<file path="config.mk">
export PLATFORM = sky130hd
export DESIGN_NAME = spread_stats_unit_flat
export DESIGN_NICKNAME = d
export VERILOG_FILES = /design/src/rtl/spread_pkg.sv /design/src/rtl/spread_stats_unit_if.sv /design/src/rtl/spread_window.sv /design/src/rtl/spread_stats_unit.sv /design/src/flat_wrapper.sv
export SDC_FILE = /design/constraint.sdc
export NUM_CORES = 1
export LEC_CHECK = 0
export ABC_AREA = 1
export BUFFER_PORTS_ARGS = -buffer_cell sky130_fd_sc_hd__clkbuf_2
export CORE_MARGIN = 1
export CORE_UTILIZATION = 30
export DETAILED_ROUTE_END_ITERATION = 7
export HOLD_SLACK_MARGIN = 0.06
export PLACE_DENSITY = 0.43
export SYNTH_ARGS = -nofsm -noshare
export SYNTH_HDL_FRONTEND = slang
export SYNTH_HIERARCHICAL = 1
export SYNTH_SLANG_ARGS = --single-unit
</file>
<file path="constraint.sdc">
create_clock -name clk -period 7.5 [get_ports clk]
set_input_delay 1.5 -clock clk [delete_from_list [all_inputs] [get_ports clk]]
set_output_delay 1.5 -clock clk [all_outputs]
set_load 0.005 [all_outputs]
</file>
<file path="src/rtl/spread_pkg.sv">
// Shared widths and helpers for the spread statistics unit and its window sub-block.
package spread_pkg;

    localparam int unsigned DEF_PRICE_W = 8;
    localparam int unsigned DEF_SUM_W   = 16;
    localparam int unsigned DEF_CNT_W   = 16;
    localparam logic [31:0] MIN_INIT    = '1;

    // Adds two values in a w-bit range (w < 32); bit 32 of the result flags that the true sum
    // exceeded the range and the returned value was clamped to all ones.
    function automatic logic [32:0] sat_add(input logic [31:0] a, input logic [31:0] b,
                                            input int unsigned w);
        logic [32:0] sum;
        logic [32:0] lim;
        sum = {1'b0, a} + {1'b0, b};
        lim = (33'd1 << w) - 33'd1;
        if (sum > lim) begin
            return {1'b1, lim[31:0]};
        end
        return {1'b0, sum[31:0]};
    endfunction

endpackage

</file>
<file path="src/rtl/spread_stats_unit_if.sv">
// Match input, statistics and snapshot signals between the matching side, the unit and the renderer.
interface spread_stats_unit_if
    import spread_pkg::*;
#(
    parameter int unsigned PRICE_W   = DEF_PRICE_W,
    parameter int unsigned SUM_W     = DEF_SUM_W,
    parameter int unsigned CNT_W     = DEF_CNT_W,
    parameter int unsigned WIN_DEPTH = 8
);
    localparam int unsigned WIN_LOG2 = $clog2(WIN_DEPTH);

    logic                        clear;
    logic                        match_flag;
    logic                        enable_count;
    logic [PRICE_W-1:0]          buy_price;
    logic [PRICE_W-1:0]          sell_price;
    logic                        snap_req;

    logic [SUM_W-1:0]            spread_sum;
    logic [CNT_W-1:0]            match_count;
    logic [PRICE_W-1:0]          spread_min;
    logic [PRICE_W-1:0]          spread_max;
    logic [PRICE_W+WIN_LOG2-1:0] window_sum;
    logic [PRICE_W-1:0]          window_avg;
    logic                        window_full;
    logic                        sum_ovf;
    logic                        neg_err;
    logic                        snap_valid;
    logic [SUM_W-1:0]            snap_sum;
    logic [CNT_W-1:0]            snap_count;
    logic [PRICE_W-1:0]          snap_avg;

    modport master (
        output clear, match_flag, enable_count, buy_price, sell_price, snap_req,
        input  spread_sum, match_count, spread_min, spread_max, window_sum, window_avg,
        input  window_full, sum_ovf, neg_err, snap_valid, snap_sum, snap_count, snap_avg
    );

    modport slave (
        input  clear, match_flag, enable_count, buy_price, sell_price, snap_req,
        output spread_sum, match_count, spread_min, spread_max, window_sum, window_avg,
        output window_full, sum_ovf, neg_err, snap_valid, snap_sum, snap_count, snap_avg
    );

endinterface

</file>
<file path="src/rtl/spread_window.sv">
// Sliding-window sum over the last WIN_DEPTH spreads, kept in a circular buffer.
module spread_window
    import spread_pkg::*;
#(
    parameter int unsigned PRICE_W   = DEF_PRICE_W,
    parameter int unsigned WIN_DEPTH = 8,
    localparam int unsigned WIN_LOG2 = $clog2(WIN_DEPTH)
) (
    input  logic                        clk,
    input  logic                        reset,
    input  logic                        clear,
    input  logic                        in_valid,
    input  logic [PRICE_W-1:0]          in_spread,
    output logic [PRICE_W+WIN_LOG2-1:0] window_sum,
    output logic                        window_full
);
    localparam int unsigned WSUM_W = PRICE_W + WIN_LOG2;

    logic [PRICE_W-1:0]  buf_q [WIN_DEPTH];
    logic [WIN_LOG2-1:0] ptr_q;
    logic [WIN_LOG2:0]   fill_q;
    logic [WSUM_W-1:0]   sum_q;

    always_ff @(posedge clk or posedge reset) begin
        if (reset) begin
            ptr_q  <= '0;
            fill_q <= '0;
            sum_q  <= '0;
        end else if (clear) begin
            ptr_q  <= '0;
            fill_q <= '0;
            sum_q  <= '0;
        end else if (in_valid) begin
            // Power-of-two depth lets the pointer wrap by plain overflow.
            ptr_q <= ptr_q + 1'b1;
            if (!fill_q[WIN_LOG2]) begin
                fill_q <= fill_q + 1'b1;
                sum_q  <= sum_q + WSUM_W'(in_spread);
            end else begin
                sum_q  <= sum_q + WSUM_W'(in_spread) - WSUM_W'(buf_q[ptr_q]);
            end
        end
    end

    // Buffer contents are only read once written, so they need no reset.
    always_ff @(posedge clk) begin
        if (in_valid && !clear) begin
            buf_q[ptr_q] <= in_spread;
        end
    end

    assign window_sum  = sum_q;
    assign window_full = fill_q[WIN_LOG2];

endmodule

</file>
<file path="src/rtl/spread_stats_unit.sv">
// Bid-ask spread statistics: capture, spread stage, global stats, sliding window and snapshot.
module spread_stats_unit
    import spread_pkg::*;
#(
    parameter int unsigned PRICE_W   = DEF_PRICE_W,
    parameter int unsigned SUM_W     = DEF_SUM_W,
    parameter int unsigned CNT_W     = DEF_CNT_W,
    parameter int unsigned WIN_DEPTH = 8
) (
    input  logic              clk,
    input  logic              reset,
    spread_stats_unit_if.slave bus
);
    localparam int unsigned WIN_LOG2 = $clog2(WIN_DEPTH);
    localparam int unsigned WSUM_W   = PRICE_W + WIN_LOG2;
    localparam logic [PRICE_W-1:0] MIN_RST = MIN_INIT[PRICE_W-1:0];

    logic               cap_valid_q, s1_valid_q, s1_neg_q;
    logic [PRICE_W-1:0] cap_buy_q, cap_sell_q, s1_spread_q;
    logic [SUM_W-1:0]   sum_q, snap_sum_q;
    logic [CNT_W-1:0]   cnt_q, snap_cnt_q;
    logic [PRICE_W-1:0] min_q, max_q, snap_avg_q, window_avg;
    logic               ovf_q, neg_q, snap_valid_q, window_full;
    logic [WSUM_W-1:0]  window_sum;
    logic [32:0]        sum_add, cnt_add;
    logic               unused_sat_bits;

    // Accepted match is captured first, then reduced to a spread, then folded into the stats.
    always_ff @(posedge clk or posedge reset) begin
        if (reset) begin
            cap_valid_q <= 1'b0;
            cap_buy_q   <= '0;
            cap_sell_q  <= '0;
            s1_valid_q  <= 1'b0;
            s1_neg_q    <= 1'b0;
            s1_spread_q <= '0;
        end else if (bus.clear) begin
            cap_valid_q <= 1'b0;
            s1_valid_q  <= 1'b0;
        end else begin
            cap_valid_q <= bus.match_flag && bus.enable_count;
            cap_buy_q   <= bus.buy_price;
            cap_sell_q  <= bus.sell_price;
            s1_valid_q  <= cap_valid_q;
            s1_neg_q    <= cap_buy_q < cap_sell_q;
            s1_spread_q <= (cap_buy_q >= cap_sell_q) ? cap_buy_q - cap_sell_q : '0;
        end
    end

    always_comb begin
        sum_add = sat_add(32'(sum_q), 32'(s1_spread_q), SUM_W);
        cnt_add = sat_add(32'(cnt_q), 32'd1, CNT_W);
    end

    assign unused_sat_bits = ^{sum_add[31:SUM_W], cnt_add[31:CNT_W]};

    always_ff @(posedge clk or posedge reset) begin
        if (reset) begin
            sum_q <= '0;
            cnt_q <= '0;
            min_q <= MIN_RST;
            max_q <= '0;
            ovf_q <= 1'b0;
            neg_q <= 1'b0;
        end else if (bus.clear) begin
            sum_q <= '0;
            cnt_q <= '0;
            min_q <= MIN_RST;
            max_q <= '0;
            ovf_q <= 1'b0;
            neg_q <= 1'b0;
        end else if (s1_valid_q) begin
            sum_q <= sum_add[SUM_W-1:0];
            cnt_q <= cnt_add[CNT_W-1:0];
            ovf_q <= ovf_q | sum_add[32] | cnt_add[32];
            neg_q <= neg_q | s1_neg_q;
            if (s1_spread_q < min_q) min_q <= s1_spread_q;
            if (s1_spread_q > max_q) max_q <= s1_spread_q;
        end
    end

    spread_window #(
        .PRICE_W  (PRICE_W),
        .WIN_DEPTH(WIN_DEPTH)
    ) u_window (
        .clk        (clk),
        .reset      (reset),
        .clear      (bus.clear),
        .in_valid   (s1_valid_q),
        .in_spread  (s1_spread_q),
        .window_sum (window_sum),
        .window_full(window_full)
    );

    assign window_avg = window_full ? window_sum[WSUM_W-1:WIN_LOG2] : '0;

    // Snapshot samples pre-edge values and deliberately ignores clear.
    always_ff @(posedge clk or posedge reset) begin
        if (reset) begin
            snap_valid_q <= 1'b0;
            snap_sum_q   <= '0;
            snap_cnt_q   <= '0;
            snap_avg_q   <= '0;
        end else begin
            snap_valid_q <= bus.snap_req;
            if (bus.snap_req) begin
                snap_sum_q <= sum_q;
                snap_cnt_q <= cnt_q;
                snap_avg_q <= window_avg;
            end
        end
    end

    assign bus.spread_sum  = sum_q;
    assign bus.match_count = cnt_q;
    assign bus.spread_min  = min_q;
    assign bus.spread_max  = max_q;
    assign bus.window_sum  = window_sum;
    assign bus.window_avg  = window_avg;
    assign bus.window_full = window_full;
    assign bus.sum_ovf     = ovf_q;
    assign bus.neg_err     = neg_q;
    assign bus.snap_valid  = snap_valid_q;
    assign bus.snap_sum    = snap_sum_q;
    assign bus.snap_count  = snap_cnt_q;
    assign bus.snap_avg    = snap_avg_q;

endmodule

</file>
<file path="src/flat_wrapper.sv">
// flat-port wrapper written by rule: the top's interface ports become plain ports
module spread_stats_unit_flat import spread_pkg::*;
#(
    parameter int unsigned PRICE_W   = DEF_PRICE_W,
    parameter int unsigned SUM_W     = DEF_SUM_W,
    parameter int unsigned CNT_W     = DEF_CNT_W,
    parameter int unsigned WIN_DEPTH = 8
)
  (clk, reset, bus_clear, bus_match_flag, bus_enable_count, bus_buy_price, bus_sell_price, bus_snap_req, bus_spread_sum, bus_match_count, bus_spread_min, bus_spread_max, bus_window_sum, bus_window_avg, bus_window_full, bus_sum_ovf, bus_neg_err, bus_snap_valid, bus_snap_sum, bus_snap_count, bus_snap_avg);
  spread_stats_unit_if #(.PRICE_W(PRICE_W), .SUM_W(SUM_W), .CNT_W(CNT_W), .WIN_DEPTH(WIN_DEPTH)) bus_i ();
  input  logic clk;
  input  logic reset;
  input wire logic [$bits(bus_i.clear)-1:0] bus_clear;
  input wire logic [$bits(bus_i.match_flag)-1:0] bus_match_flag;
  input wire logic [$bits(bus_i.enable_count)-1:0] bus_enable_count;
  input wire logic [$bits(bus_i.buy_price)-1:0] bus_buy_price;
  input wire logic [$bits(bus_i.sell_price)-1:0] bus_sell_price;
  input wire logic [$bits(bus_i.snap_req)-1:0] bus_snap_req;
  output wire logic [$bits(bus_i.spread_sum)-1:0] bus_spread_sum;
  output wire logic [$bits(bus_i.match_count)-1:0] bus_match_count;
  output wire logic [$bits(bus_i.spread_min)-1:0] bus_spread_min;
  output wire logic [$bits(bus_i.spread_max)-1:0] bus_spread_max;
  output wire logic [$bits(bus_i.window_sum)-1:0] bus_window_sum;
  output wire logic [$bits(bus_i.window_avg)-1:0] bus_window_avg;
  output wire logic [$bits(bus_i.window_full)-1:0] bus_window_full;
  output wire logic [$bits(bus_i.sum_ovf)-1:0] bus_sum_ovf;
  output wire logic [$bits(bus_i.neg_err)-1:0] bus_neg_err;
  output wire logic [$bits(bus_i.snap_valid)-1:0] bus_snap_valid;
  output wire logic [$bits(bus_i.snap_sum)-1:0] bus_snap_sum;
  output wire logic [$bits(bus_i.snap_count)-1:0] bus_snap_count;
  output wire logic [$bits(bus_i.snap_avg)-1:0] bus_snap_avg;
  assign bus_i.clear = bus_clear;
  assign bus_i.match_flag = bus_match_flag;
  assign bus_i.enable_count = bus_enable_count;
  assign bus_i.buy_price = bus_buy_price;
  assign bus_i.sell_price = bus_sell_price;
  assign bus_i.snap_req = bus_snap_req;
  assign bus_spread_sum = bus_i.spread_sum;
  assign bus_match_count = bus_i.match_count;
  assign bus_spread_min = bus_i.spread_min;
  assign bus_spread_max = bus_i.spread_max;
  assign bus_window_sum = bus_i.window_sum;
  assign bus_window_avg = bus_i.window_avg;
  assign bus_window_full = bus_i.window_full;
  assign bus_sum_ovf = bus_i.sum_ovf;
  assign bus_neg_err = bus_i.neg_err;
  assign bus_snap_valid = bus_i.snap_valid;
  assign bus_snap_sum = bus_i.snap_sum;
  assign bus_snap_count = bus_i.snap_count;
  assign bus_snap_avg = bus_i.snap_avg;
  spread_stats_unit #(.PRICE_W(PRICE_W), .SUM_W(SUM_W), .CNT_W(CNT_W), .WIN_DEPTH(WIN_DEPTH)) u_core (.clk(clk), .reset(reset), .bus(bus_i));
endmodule
</file>
# == Yosys cells after proc, flatten, opt, wreduce, memory -nomap -nowiden ==
# Memory sizes are Yosys's and may differ from the RTL's.
# Index checks and enable logic that the tools add are counted.
# totals
register_bits,136
mem_bits_rw,64
inputBits,22
word_cells,81
memories,1
# mem_list
memory,words,width,read_ports,rd_clocked_by_memory_dff,wr,line_no,text
u_core.u_window.buf_q,8,8,1,0,1,spread_window.sv:19,logic [PRICE_W-1:0] buf_q [WIN_DEPTH];
# op_classes
addsub,7
order_cmp,6
n_eq_ne,1
n_mux,34
bitwise,3
n_reduce_logical,9
# ops
operator,n
two-way mux 33 bit,4
"greater-than comparator 33 x 16 -> 1 bit, second input constant",2
two-way mux 16 bit,4
two-way mux 8 bit,8
two-way mux 11 bit,3
"adder 16 x 1 -> 17 bit, second input constant",1
adder 16 x 8 -> 17 bit,1
less-than comparator 8 bit,2
two-way mux 4 bit,3
adder 11 x 8 -> 11 bit,1
subtractor 11 x 8 -> 11 bit,1
two-way mux 1 bit,10
>= comparator 8 bit,1
greater-than comparator 8 bit,1
subtractor 8 bit,1
two-way mux 3 bit,2
AND reduction 2 bit,3
nonzero test 2 bit,3
"adder 4 x 1 -> 4 bit, second input constant",1
"adder 3 x 1 -> 3 bit, second input constant",1
bitwise OR 1 bit,3
logical AND 1 bit,2
"!= test 2 bit, second input constant",1
logical NOT 1 bit,1

# == Longest topological paths before layout ==
# Gate-level depths: netlist of run 1.
# logic_depth
depth_word,8
mapped_depth,20

# == Modules after synthesis ==
# Netlist of run 1, hierarchy kept.
# by_module_without_submodules
module,n_inst,cells_each,area_per_inst_um2,seq_area_each_um2
spread_stats_unit,1,818,6342.3,2962.8
spread_window,1,408,4169.0,2372.3

# == Least setup slack after synthesis of run 1 ==
# No wires, ideal clock.
# synth_timing
path_type,reg2reg
start,register u_core.s1_spread_q[0]
end,register u_core.u_window.sum_q[9] (netlist: u_core/u_window/window_sum[9])
arrival_ns,2.732
setup_slack_ns,4.651
stages_incl_launch_ff,19
n_path_buf,0
path_cell_list,dfrtp_1 > ha_1 > inv_1 > fa_1 > nand3b_1 > nand2_1 > xnor2_1 > inv_1 > ha_1 > a21oi_1 > o21ai_1 > nor2_1 > nor2_4 > nand3_2 > nand2_2 > nand2_2 > nand3_1 > nand3_1 > nand2_1
# synth_via
elab_chain_cells,5
# synth_lines
element,line_no,text
"start, declared",spread_stats_unit.sv:19,"logic [PRICE_W-1:0] cap_buy_q, cap_sell_q, s1_spread_q;"
"start signal, assigned",spread_stats_unit.sv:46,s1_spread_q <= (cap_buy_q >= cap_sell_q) ? cap_buy_q - cap_sell_q : '0;
adder 11 x 8 -> 11 bit *,"spread_window.sv:38, spread_window.sv:40",
subtractor 11 x 8 -> 11 bit,spread_window.sv:40,sum_q <= sum_q + WSUM_W'(in_spread) - WSUM_W'(buf_q[ptr_q]);
two-way mux 11 bit *,spread_window.sv:36,if (!fill_q[WIN_LOG2]) begin
two-way mux 11 bit *,spread_window.sv:33,end else if (in_valid) begin
two-way mux 11 bit *,spread_window.sv:29,end else if (clear) begin
"end signal, assigned",spread_window.sv:38,sum_q <= sum_q + WSUM_W'(in_spread);
"end signal, assigned",spread_window.sv:40,
"end, declared",spread_window.sv:22,logic [WSUM_W-1:0] sum_q;
# Mark *: on every way between the ends. The rest lies on a longest branch, timed or not. The select of a mux whose other input is x is not followed.
# A chain may end at the register's enable or synchronous reset.

# == Worst setup path in the final report of run 1 ==
# layout_timing
start,input port bus_clear
end,"memory u_core/u_window/buf_q[3][1] (netlist name), enable pin"
# layout_via
elab_chain_cells,4
# layout_lines
element,line_no,text
"start, declared",flat_wrapper.sv:13,input wire logic [$bits(bus_i.clear)-1:0] bus_clear;
logical NOT 1 bit,spread_window.sv:47,if (in_valid && !clear) begin
logical AND 1 bit,spread_window.sv:47,
two-way mux 1 bit,spread_window.sv:47,
two-way mux 1 bit (not written as such),spread_window.sv:48,buf_q[ptr_q] <= in_spread;
"end, declared",spread_window.sv:19,
# No other way between the ends.

==> results.ini, run 1 <==
[run_status]
status=finished clean

[layout]
nets=1435
final_cell_area_um2=12300
post-route-util_pct=35.5
fin_cells=1826
drive_gt1_share_pct=16.3
flow.area_growth_from_synthesis_pct=16.8
antenna_cells=0

[drt]
first_pass_iters=5
drt_iter0_drc=480
vias_per_cell=4.67
routed_wl_um=30000
drc_errors=0
dr_total_vias=8527
ant_nets=0
wire_per_inst_um=16.4

[critical_path]
r2r-end=u_core/u_window/window_sum[10]
worst-setup-path-type=in2reg
cp_common_cell=nor2_1
r2r.worst_path.cells=17
crit_slowest_cell=nor2_1
worstSetupEndpointType=flip-flop
path_buf_inv=2
slowest_delay_ns=0.73
worstPathMaxFanout=35
cp-start-kind=input pin
arrival_ns=3.57
rr_startpoint=u_core/s1_spread_q[0]
path_delay_family=simple AND/OR/NAND/NOR gates
cp_cell_sequence=clkbuf_2 -> buf_4 -> nor2_1 -> nand2_1 -> nor2_1
critPathRequiredTime_ns=7.59
r2r_slack_ns=4.30

[floorplan]
core-area_um2=34500
start_util_pct=30.4
die_x_um=189
num_io_pins=133
die_h_um=189
die_area_um2=35800
rows=68

[clocking]
cts_made_buffers=17
cts_hold_buf=0
cts_setup_buffers=0
clock_sinks=200
cts_resized=0
clock-root-buffer=clkbuf_16
htree_levels=4
cts.clk_slew.worst_paths_ns=0.08
clock_latency_ns=0.45
clk_path_buf_depth=2
cts_tree=yes

[synth]
syn_avg_cell_area_um2=8.57
syn_inst=1226
synthFlopType=dfrtp_1
yosysUniqueCellTypes=48
syn-cell-area_um2=10500
synth_edf_count=64
synth_seq_cells=200
yosysWarnings=6
synth-async-reset-ratio_pct=68.0
syn-num-nets=1303
ys_seq_area_share_pct=50.8

[timing]
skew_ns=0.0117
slew_headroom_pct=21.7
whs_ns=0.468
rsz0062_at_grt=no
setup_viol=0
max_freq_mhz=287
min_period_over_period_pct=46.4
worstMarginPinSlew_ns=1.17
layout_min_cycle_time_ns=3.48
maxSlewViolCount=0
setup_slack_ns=4.02
hold_viol=0
setup-tns-final_ns=0

[grt]
antenna_found_initial=0
grt_pass1_vias=8197
grt_max_degree=79
grt_usage_pct=17.4
grt_pass1_wl_um=47700
grt-ovfl-total=0

[power_and_ir_drop]
powerDensity_nw_per_um2=214
ir_drop_mv=0.164
p_total_mw=2.63
p_leak_nw=5.95

[placement]
portBuffers=132
dp_cells=1794
placed_cell_area_um2=11700
hpwl_um=21600
gp_congestion=0.812
pre_cts_slack_ns=3.51

[worst_hold_path]
hp-class=reg2reg
holdPathStages=2
worstHoldStart=u_core/cap_valid_q
hold_end=u_core/s1_valid_q

[job]
drv_cap=0

## area by class of cell
cell class | instances | area [um^2]
Multi-Input combinational cell | 840 | 4450
Inverter | 153 | 584
Tap cell | 455 | 569
Clock inverter | 15 | 145
Fill cell | 3683 | 22300
Sequential cell | 200 | 5340
Clock buffer | 17 | 425
Timing Repair Buffer | 146 | 766
## cell families after synthesis
kind of cell    Yosys count  synth area share [%]
buf+inv                 186                  6.95
xor+xnor                 21                  1.82
fa+ha+maj                55                  6.83
simple gates            550                  22.3
mux                       3                 0.321
flops                   200                  50.8
compound gates          211                  11.0
## synthesized netlist by cell type (all sizes together), types with 2 or more instances
cell type / n / share of area [%]
nand2: 286 / 10
inv: 151 / 5.4
nor2: 151 / 5.9
dfrtp: 128 / 30
o21ai: 96 / 4.6
nand3: 82 / 4.2
a21oi: 74 / 3.5
edfxtp: 64 / 18
ha: 51 / 6.1
clkbuf: 26 / 1.0
nand4: 18 / 1.1
o22ai: 13 / 0.77
xor2: 11 / 0.99
xnor2: 10 / 0.83
nor3: 9 / 0.48
dfstp: 8 / 2.0
buf: 7 / 0.42
o21bai: 5 / 0.39
fa: 4 / 0.76
o211ai: 4 / 0.29
o21a: 4 / 0.29
o221ai: 4 / 0.33
a21o: 3 / 0.21
mux2: 3 / 0.32
a31oi: 2 / 0.12
a32o: 2 / 0.19
clkinv: 2 / 0.071
or2: 2 / 0.12
## routing by layer
metal / GRT usage [%] / share of wire (%) / vias to the layer above
met1: 24.9 / 50 / 4043
met4: 4.56 / 1.1 / 0
met3: 2.82 / 3.7 / 21
li1: - / - / 4305
met2: 27.0 / 46 / 158
met5: 0 / 0 / -
## how the worst max path moves through the flow
| stage | endpoint | start | slack, ns | depth (start not counted) |
|---|---|---|---|---|
| floorplan | u_core/bus.match_count[0] | reset | 2.88 | 1 |
| global route | u_core/s1_spread_q[7] | bus_clear | 3.74 | 9 |
| detailed placement | u_core/u_window/buf_q[2][3] | bus_clear | 3.51 | 5 |
| finish | u_core/u_window/buf_q[3][1] | bus_clear | 4.02 | 5 |
| global placement | u_core/u_window/buf_q[0][5] | bus_clear | 3.60 | 5 |
| CTS | u_core/u_window/buf_q[2][7] | bus_clear | 4.00 | 5 |
## worst register-to-register path: stages (launching register included)
cell	delay [ns]
dfrtp_1	0.43
ha_1	0.26
inv_1	0.10
fa_1	0.40
nand3b_1	0.17
nand2_1	0.14
xnor2_1	0.16
inv_1	0.08
ha_1	0.38
nand4_1	0.11
o211ai_1	0.32
nand3_1	0.12
nand2_1	0.12
nor2_1	0.05
nand2_1	0.08
nand2_1	0.05
nand2_1	0.06
o21ai_1	0.06
## where the power goes
group | internal [mW] | switching [mW] | total [mW]
clock | 0.465 | 0.446 | 0.912
sequential | 1.20 | 0.0524 | 1.25
combinational | 0.164 | 0.300 | 0.464
total | 1.83 | 0.799 | 2.63
## registers in the layout, indices dropped and copies added, names as in the netlist
register	count
u_core/cap_buy_q	8
u_core/u_window/window_sum	11
u_core/bus.sum_ovf	1
u_core/u_window/fill_q	4
u_core/u_window/ptr_q	3
u_core/s1_spread_q	8
u_core/bus.spread_min	8
u_core/bus.snap_avg	8
u_core/cap_sell_q	8
u_core/s1_valid_q	1
u_core/bus.spread_sum	16
u_core/cap_valid_q	1
u_core/bus.snap_count	16
u_core/bus.snap_sum	16
u_core/bus.snap_valid	1
u_core/bus.neg_err	1
u_core/bus.spread_max	8
u_core/bus.match_count	16
u_core/u_window/buf_q	64
u_core/s1_neg_q	1
## layout by cell type, fill, tap and decap left out, types with 17 or more instances in the layout
cell,n
a21oi_1,74
clkbuf_16,17
clkbuf_2,132
dfrtp_1,128
edfxtp_1,64
ha_1,51
inv_1,145
nand2_1,279
nand3_1,75
nand4_1,18
nor2_1,139
o21ai_0,90
(Power assumes the default switching activity.)
==> inputs of run 2 (changes only) <==
Settings changed: PLACE_DENSITY 0.43 to 0.45.
Clock period 7.5 ns to 2.9 ns, I/O delays scaled along.
==> results.ini, run 2 (synthesized netlist as in run 1, its figures left out) <==
[drt]
vias_per_cell=4.68  ; was 4.67
ant_nets=0  ; unchanged
routed_wl_um=29600  ; was 30000 um
drc_errors=0  ; unchanged
first_pass_iters=5  ; unchanged
wire_per_inst_um=15.9  ; was 16.4 um
drt_iter0_drc=502  ; was 480
dr_total_vias=8717  ; was 8527

[grt]
grt_max_degree=77  ; was 79
grt-ovfl-total=0  ; unchanged
grt_pass1_wl_um=47100  ; was 47700 um
grt_pass1_vias=8543  ; was 8197
antenna_found_initial=0  ; unchanged
grt_usage_pct=17.1  ; was 17.4%

[critical_path]
r2r.worst_path.cells=15  ; was 17
cp_cell_sequence=buf_4 -> nor2_1 -> nor2_1 -> o21ai_0 -> o2111ai_2 -> ha_1 -> fa_1 -> o211ai_1 -> nand3_1 -> nand2_2 -> nor2_1 -> nand2_1 -> nand2_1 -> nand2_1 -> o21ai_1  ; was clkbuf_2 -> buf_4 -> nor2_1 -> nand2_1 -> nor2_1
critPathRequiredTime_ns=3.24  ; was 7.59 ns
r2r-end=u_core/u_window/window_sum[10]  ; unchanged
cp-start-kind=flip-flop  ; was input pin
worst-setup-path-type=reg2reg  ; was in2reg
crit_slowest_cell=dfrtp_1  ; was nor2_1
arrival_ns=3.03  ; was 3.57 ns
worstPathMaxFanout=10  ; was 35
r2r_slack_ns=0.21  ; was 4.30 ns
worstSetupEndpointType=flip-flop  ; unchanged
rr_startpoint=u_core/u_window/ptr_q[0]  ; was u_core/s1_spread_q[0]
path_buf_inv=1  ; was 2
path_delay_family=adder cells  ; was simple AND/OR/NAND/NOR gates
slowest_delay_ns=0.45  ; was 0.73 ns

[power_and_ir_drop]
ir_drop_mv=0.440  ; was 0.164 mV
powerDensity_nw_per_um2=547  ; was 214 nW/um^2
p_total_mw=6.95  ; was 2.63 mW
p_leak_nw=6.15  ; was 5.95 nW

[clocking]
clock_sinks=200  ; unchanged
cts_hold_buf=0  ; unchanged
cts_setup_buffers=0  ; unchanged
clock_latency_ns=0.45  ; about the same
cts.clk_slew.worst_paths_ns=0.08  ; about the same
clk_path_buf_depth=2  ; unchanged
clock-root-buffer=clkbuf_16  ; unchanged
cts_made_buffers=17  ; unchanged
cts_tree=yes  ; unchanged
htree_levels=4  ; unchanged

[layout]
layout_common_cells=276 x nand2_1, 143 x inv_1, 138 x nor2_1  ; was 279 x nand2_1, 145 x inv_1, 139 x nor2_1
largest_register_ffs=64  ; unchanged
fill_cells=3649  ; was 3683
nets=1473  ; was 1435
post-route-util_pct=36.8  ; was 35.5%
final_common_cell=nand2_1  ; unchanged
final_cell_area_um2=12700  ; was 12300 um^2
drive_gt1_share_pct=20.0  ; was 16.3%
flow.area_growth_from_synthesis_pct=20.9  ; was 16.8%
antenna_cells=0  ; unchanged
top_register=u_core/u_window/buf_q  ; unchanged

[timing]
slew_headroom_pct=41.2  ; was 21.7%
skew_ns=0.0130  ; was 0.0117 ns
hold_viol=0  ; unchanged
maxSlewViolCount=0  ; unchanged
setup_slack_ns=0.209  ; was 4.02 ns
setup_viol=0  ; unchanged
min_period_over_period_pct=92.8
worstMarginPinSlew_ns=0.878  ; was 1.17 ns
max_freq_mhz=372
whs_ns=0.130  ; was 0.468 ns
layout_min_cycle_time_ns=2.69

[floorplan]
core-area_um2=34500  ; unchanged
die_x_um=189  ; unchanged
die_area_um2=35800  ; unchanged
start_util_pct=30.4  ; unchanged
rows=68  ; unchanged
num_io_pins=133  ; unchanged
die_h_um=189  ; unchanged

[placement]
placed_cell_area_um2=12000  ; was 11700 um^2
portBuffers=132  ; unchanged
gp_congestion=0.868  ; was 0.812
pre_cts_slack_ns=-0.00882  ; was 3.51 ns
hpwl_um=21900  ; was 21600 um

[worst_hold_path]
hp-class=in2async  ; was reg2reg

[run_status]
status=finished clean  ; unchanged

[job]
drv_cap=0  ; unchanged

-- run 2: cell count changes in the layout (fill, tap and decap cells not counted), sizes merged --
cell      previous run  this run
inv                156       159
clkinvlp             1         3
clkinv              10         5
buf                 14        52
-- run 2: power by group --
part	total, mW	switching, mW	leakage, nW	internal (mW)
Sequential	3.20	0.103	2.36	3.10
Combinational	1.27	0.791	3.50	0.481
Clock	2.47	1.23	0.289	1.24
-- run 2: what timing repair did --
action,4_1_cts,5_1_grt
resized for setup,1,18
pin swaps,0,4
endpoints found under the setup margin,1,6
-- run 2: how the worst max path moves through the flow --
stage	endpoint	slack [ns]	from	cells after the start
floorplan	u_core/u_window/window_sum[9]	0.05	u_core/s1_spread_q[0]	18
global route	u_core/u_window/window_sum[10]	-0.006	u_core/s1_spread_q[2]	17
detailed placement	u_core/u_window/window_sum[9]	-0.009	u_core/s1_spread_q[0]	18
CTS	u_core/u_window/window_sum[9]	0.009	u_core/s1_spread_q[0]	19
global placement	u_core/u_window/window_sum[10]	0.07	u_core/s1_spread_q[0]	17
finish	u_core/u_window/window_sum[10]	0.21	u_core/u_window/ptr_q[0]	15
-- run 2: metrics by stage --
step	setup TNS [ns]	instances
after floorplan	0	1226
after global placement	0	1832
after detailed placement	-0.00882	1832
after CTS	0	1864
after global routing	-0.00609	1864
final	0	1864
-- run 2: per-layer routing --
metal	share of wire, %	track usage (%)	vias to the layer above
li1	-	-	4381
met1	49	24.2	4127
met2	46	26.9	177
met3	3.5	2.45	32
met4	1.6	5.06	0
met5	0	0	-
-- run 2: cell type report --
type | count | area, um^2 | share of cell area, %
flip-flops and latches | 200 | 5340 | 42.0
multi-input cells | 840 | 4560 | 35.8
repair buffers | 184 | 1060 | 8.37
inverters | 153 | 583 | 4.59
well taps | 455 | 569 | 4.48
clock buffers | 17 | 425 | 3.35
clock inverters | 15 | 175 | 1.38
==> inputs of run 3 (changes only) <==
Settings changed: PLACE_DENSITY 0.45 to 0.43.
Clock period 2.9 ns to 2.81 ns, I/O delays scaled along.
==> results.ini, run 3 (synthesized netlist as in run 1, its figures left out) <==
[floorplan]
start_util_pct=30.4  ; unchanged
die_x_um=189  ; unchanged
num_io_pins=133  ; unchanged
core-area_um2=34500  ; unchanged
die_area_um2=35800  ; unchanged
die_h_um=189  ; unchanged
rows=68  ; unchanged

[grt]
grt_pass1_wl_um=48400  ; was 47100 um
grt-ovfl-total=0  ; unchanged
antenna_found_initial=0  ; unchanged
grt_usage_pct=17.5  ; was 17.1%
grt_pass1_vias=8580  ; was 8543
grt_max_degree=46  ; was 77

[timing]
setup_slack_ns=0.114  ; was 0.209 ns
whs_ns=0.269  ; was 0.130 ns
hold_viol=0  ; unchanged
maxSlewViolCount=0  ; unchanged
layout_min_cycle_time_ns=2.70  ; was 2.69 ns
min_period_over_period_pct=95.9  ; was 92.8%
slew_headroom_pct=45.7  ; was 41.2%
max_freq_mhz=371  ; was 372 MHz
setup-tns-final_ns=0  ; unchanged
setup_viol=0  ; unchanged
skew_ns=0.0109  ; was 0.0130 ns
rsz0062_at_grt=yes
worstMarginPinSlew_ns=0.814  ; was 0.878 ns

[layout]
largest_register_ffs=64  ; unchanged
final_cell_area_um2=12900  ; was 12700 um^2
seq_area_um2=5340  ; about the same
drive_gt1_share_pct=21.6  ; was 20.0%
fill_cells=3640  ; was 3649
nets=1494  ; was 1473
multi_input_area_um2=4580  ; was 4560 um^2
layout_common_cells=276 x nand2_1, 140 x inv_1, 137 x nor2_1  ; was 276 x nand2_1, 143 x inv_1, 138 x nor2_1
fin_cells=1885  ; was 1864
antenna_cells=0  ; unchanged
top_register=u_core/u_window/buf_q  ; unchanged
post-route-util_pct=37.4  ; was 36.8%
final_common_cell=nand2_1  ; unchanged
flow.area_growth_from_synthesis_pct=22.8  ; was 20.9%

[power_and_ir_drop]
p_sw_mw=2.15  ; was 2.13 mW
powerDensity_nw_per_um2=555  ; was 547 nW/um^2
swShare_pct=30.1  ; was 30.6%
p_leak_nw=6.24  ; was 6.15 nW
combinationalPowerShare_pct=19.8  ; was 18.3%
p_clk_share_pct=34.1  ; was 35.6%
ir_drop_mv=0.456  ; was 0.440 mV
power.internal_mw=5.00  ; was 4.82 mW
p_total_mw=7.16  ; was 6.95 mW
p_seq_share_pct=46.1  ; about the same

[clocking]
cts.clk_slew.worst_paths_ns=0.08  ; about the same
clock-root-buffer=clkbuf_16  ; unchanged
cts_made_buffers=17  ; unchanged
clk_path_buf_depth=2  ; unchanged
cts_tree=yes  ; unchanged
cts_hold_buf=0  ; unchanged
clock_sinks=200  ; unchanged
clock_latency_ns=0.45  ; about the same
htree_levels=4  ; unchanged

[critical_path]
r2r_slack_ns=0.11  ; was 0.21 ns
cp.depth=18  ; was 15
crit_slowest_cell=dfrtp_1  ; unchanged
path_delay_family=simple AND/OR/NAND/NOR gates  ; was adder cells
path_buf_inv=1  ; unchanged
critPathRequiredTime_ns=3.18  ; was 3.24 ns
arrival_ns=3.07  ; was 3.03 ns
r2r-end=u_core/u_window/window_sum[10]  ; unchanged
cp_cell_sequence=ha_1 -> nand2_1 -> nor2_2 -> nand2_2 -> nand3_2 -> nand2_1 -> o21bai_2 -> xor2_2 -> inv_1 -> ha_1 -> or2_1 -> a21oi_1 -> nand2_2 -> nor2_1 -> nand2_1 -> nand2_1 -> nand2_1 -> o21ai_1  ; was buf_4 -> nor2_1 -> nor2_1 -> o21ai_0 -> o2111ai_2 -> ha_1 -> fa_1 -> o211ai_1 -> nand3_1 -> nand2_2 -> nor2_1 -> nand2_1 -> nand2_1 -> nand2_1 -> o21ai_1
cp_common_cell=nand2_1
r2r.worst_path.cells=18  ; was 15
endpoint=u_core/u_window/window_sum[10]  ; unchanged
worstSetupEndpointType=flip-flop  ; unchanged
rr_startpoint=u_core/s1_spread_q[4]  ; was u_core/u_window/ptr_q[0]
worstPathMaxFanout=3  ; was 10
cp-start-kind=flip-flop  ; unchanged
startpoint=u_core/s1_spread_q[4]  ; was u_core/u_window/ptr_q[0]
worst-setup-path-type=reg2reg  ; unchanged
slowest_delay_ns=0.40  ; was 0.45 ns

[placement]
portBuffers=132  ; unchanged
dp_cells=1847  ; was 1832
pre_cts_slack_ns=-0.0379  ; was -0.00882 ns
placed_cell_area_um2=12200  ; was 12000 um^2
gp_congestion=0.852  ; was 0.868
hpwl_um=22300  ; was 21900 um

[drt]
ant_nets=0  ; unchanged
drc_errors=0  ; unchanged
first_pass_iters=5  ; unchanged
routed_wl_um=30300  ; was 29600 um
drt_iter0_drc=393  ; was 502
wire_per_inst_um=16.1  ; was 15.9 um
dr_total_vias=8743  ; was 8717
vias_per_cell=4.64  ; was 4.68

[worst_hold_path]
hp-class=in2async  ; unchanged

[run_status]
status=finished clean  ; unchanged

[job]
drv_cap=0  ; unchanged

-- run 3: cell types whose count changed in the layout (fill, tap and decap cells not counted), moves of 2 or more --
cell      before  now
buf_12         1    4
buf_4         51   68
clkinv_1       2    4
clkinv_4       1    3
clkinv_8       2    0
inv_1        143  140
inv_8          4    2
-- run 3: area by class of cell --
cell class              instances  share of cell area, %
clock buffers                  17                   3.30
clock inverters                15                   1.10
inverters                     153                   4.57
multi-input cells             840                   35.5
flip-flops and latches        200                   41.4
well taps                     455                   4.41
repair buffers                205                   9.78
-- run 3: metal layers --
layer	up-vias	global-route usage, %	part of all wire, %
li1	4418	-	-
met1	4155	24.8	50
met2	148	27.5	45
met3	22	2.65	3.3
met4	0	5.02	1.3
met5	-	0	0
-- run 3: worst reg2reg max path: stages, from the launching register on --
cell and delay [ns]:
dfrtp_1 0.40, ha_1 0.32, nand2_1 0.08, nor2_2 0.14, nand2_2 0.09, nand3_2 0.07, nand2_1 0.09, o21bai_2 0.17
xor2_2 0.16, inv_1 0.06, ha_1 0.18, or2_1 0.24, a21oi_1 0.15, nand2_2 0.09, nor2_1 0.09, nand2_1 0.07
nand2_1 0.06, nand2_1 0.05, o21ai_1 0.11
-- run 3: what timing repair did --
item,CTS,global route
resized for setup,4,25
setup buffers,0,6
setup endpoints to repair,3,12
pin swaps,1,8
-- run 3: worst min path at each step --
stage,slack (ns),end,from,depth (start not counted)
after global routing,0.29,u_core/cap_buy_q[4],bus_buy_price[4],3
after detailed placement,0.45,u_core/s1_valid_q,u_core/cap_valid_q,2
after floorplan,0.43,u_core/s1_valid_q,u_core/cap_valid_q,2
after CTS,0.28,u_core/bus.match_count[6],reset,2
after global placement,0.44,u_core/s1_valid_q,u_core/cap_valid_q,2
final,0.27,u_core/bus.match_count[8],reset,2
-- run 3: power by group through the flow --
stage               clock network [mW]  registers [mW]  logic, mW
finish                            2.44            3.30       1.42
global route                      2.62            3.32       1.61
CTS                               2.53            3.30       1.36
detailed placement                   0            3.36       1.34
global placement                     0            3.36       1.34
floorplan                            0            3.39      0.751
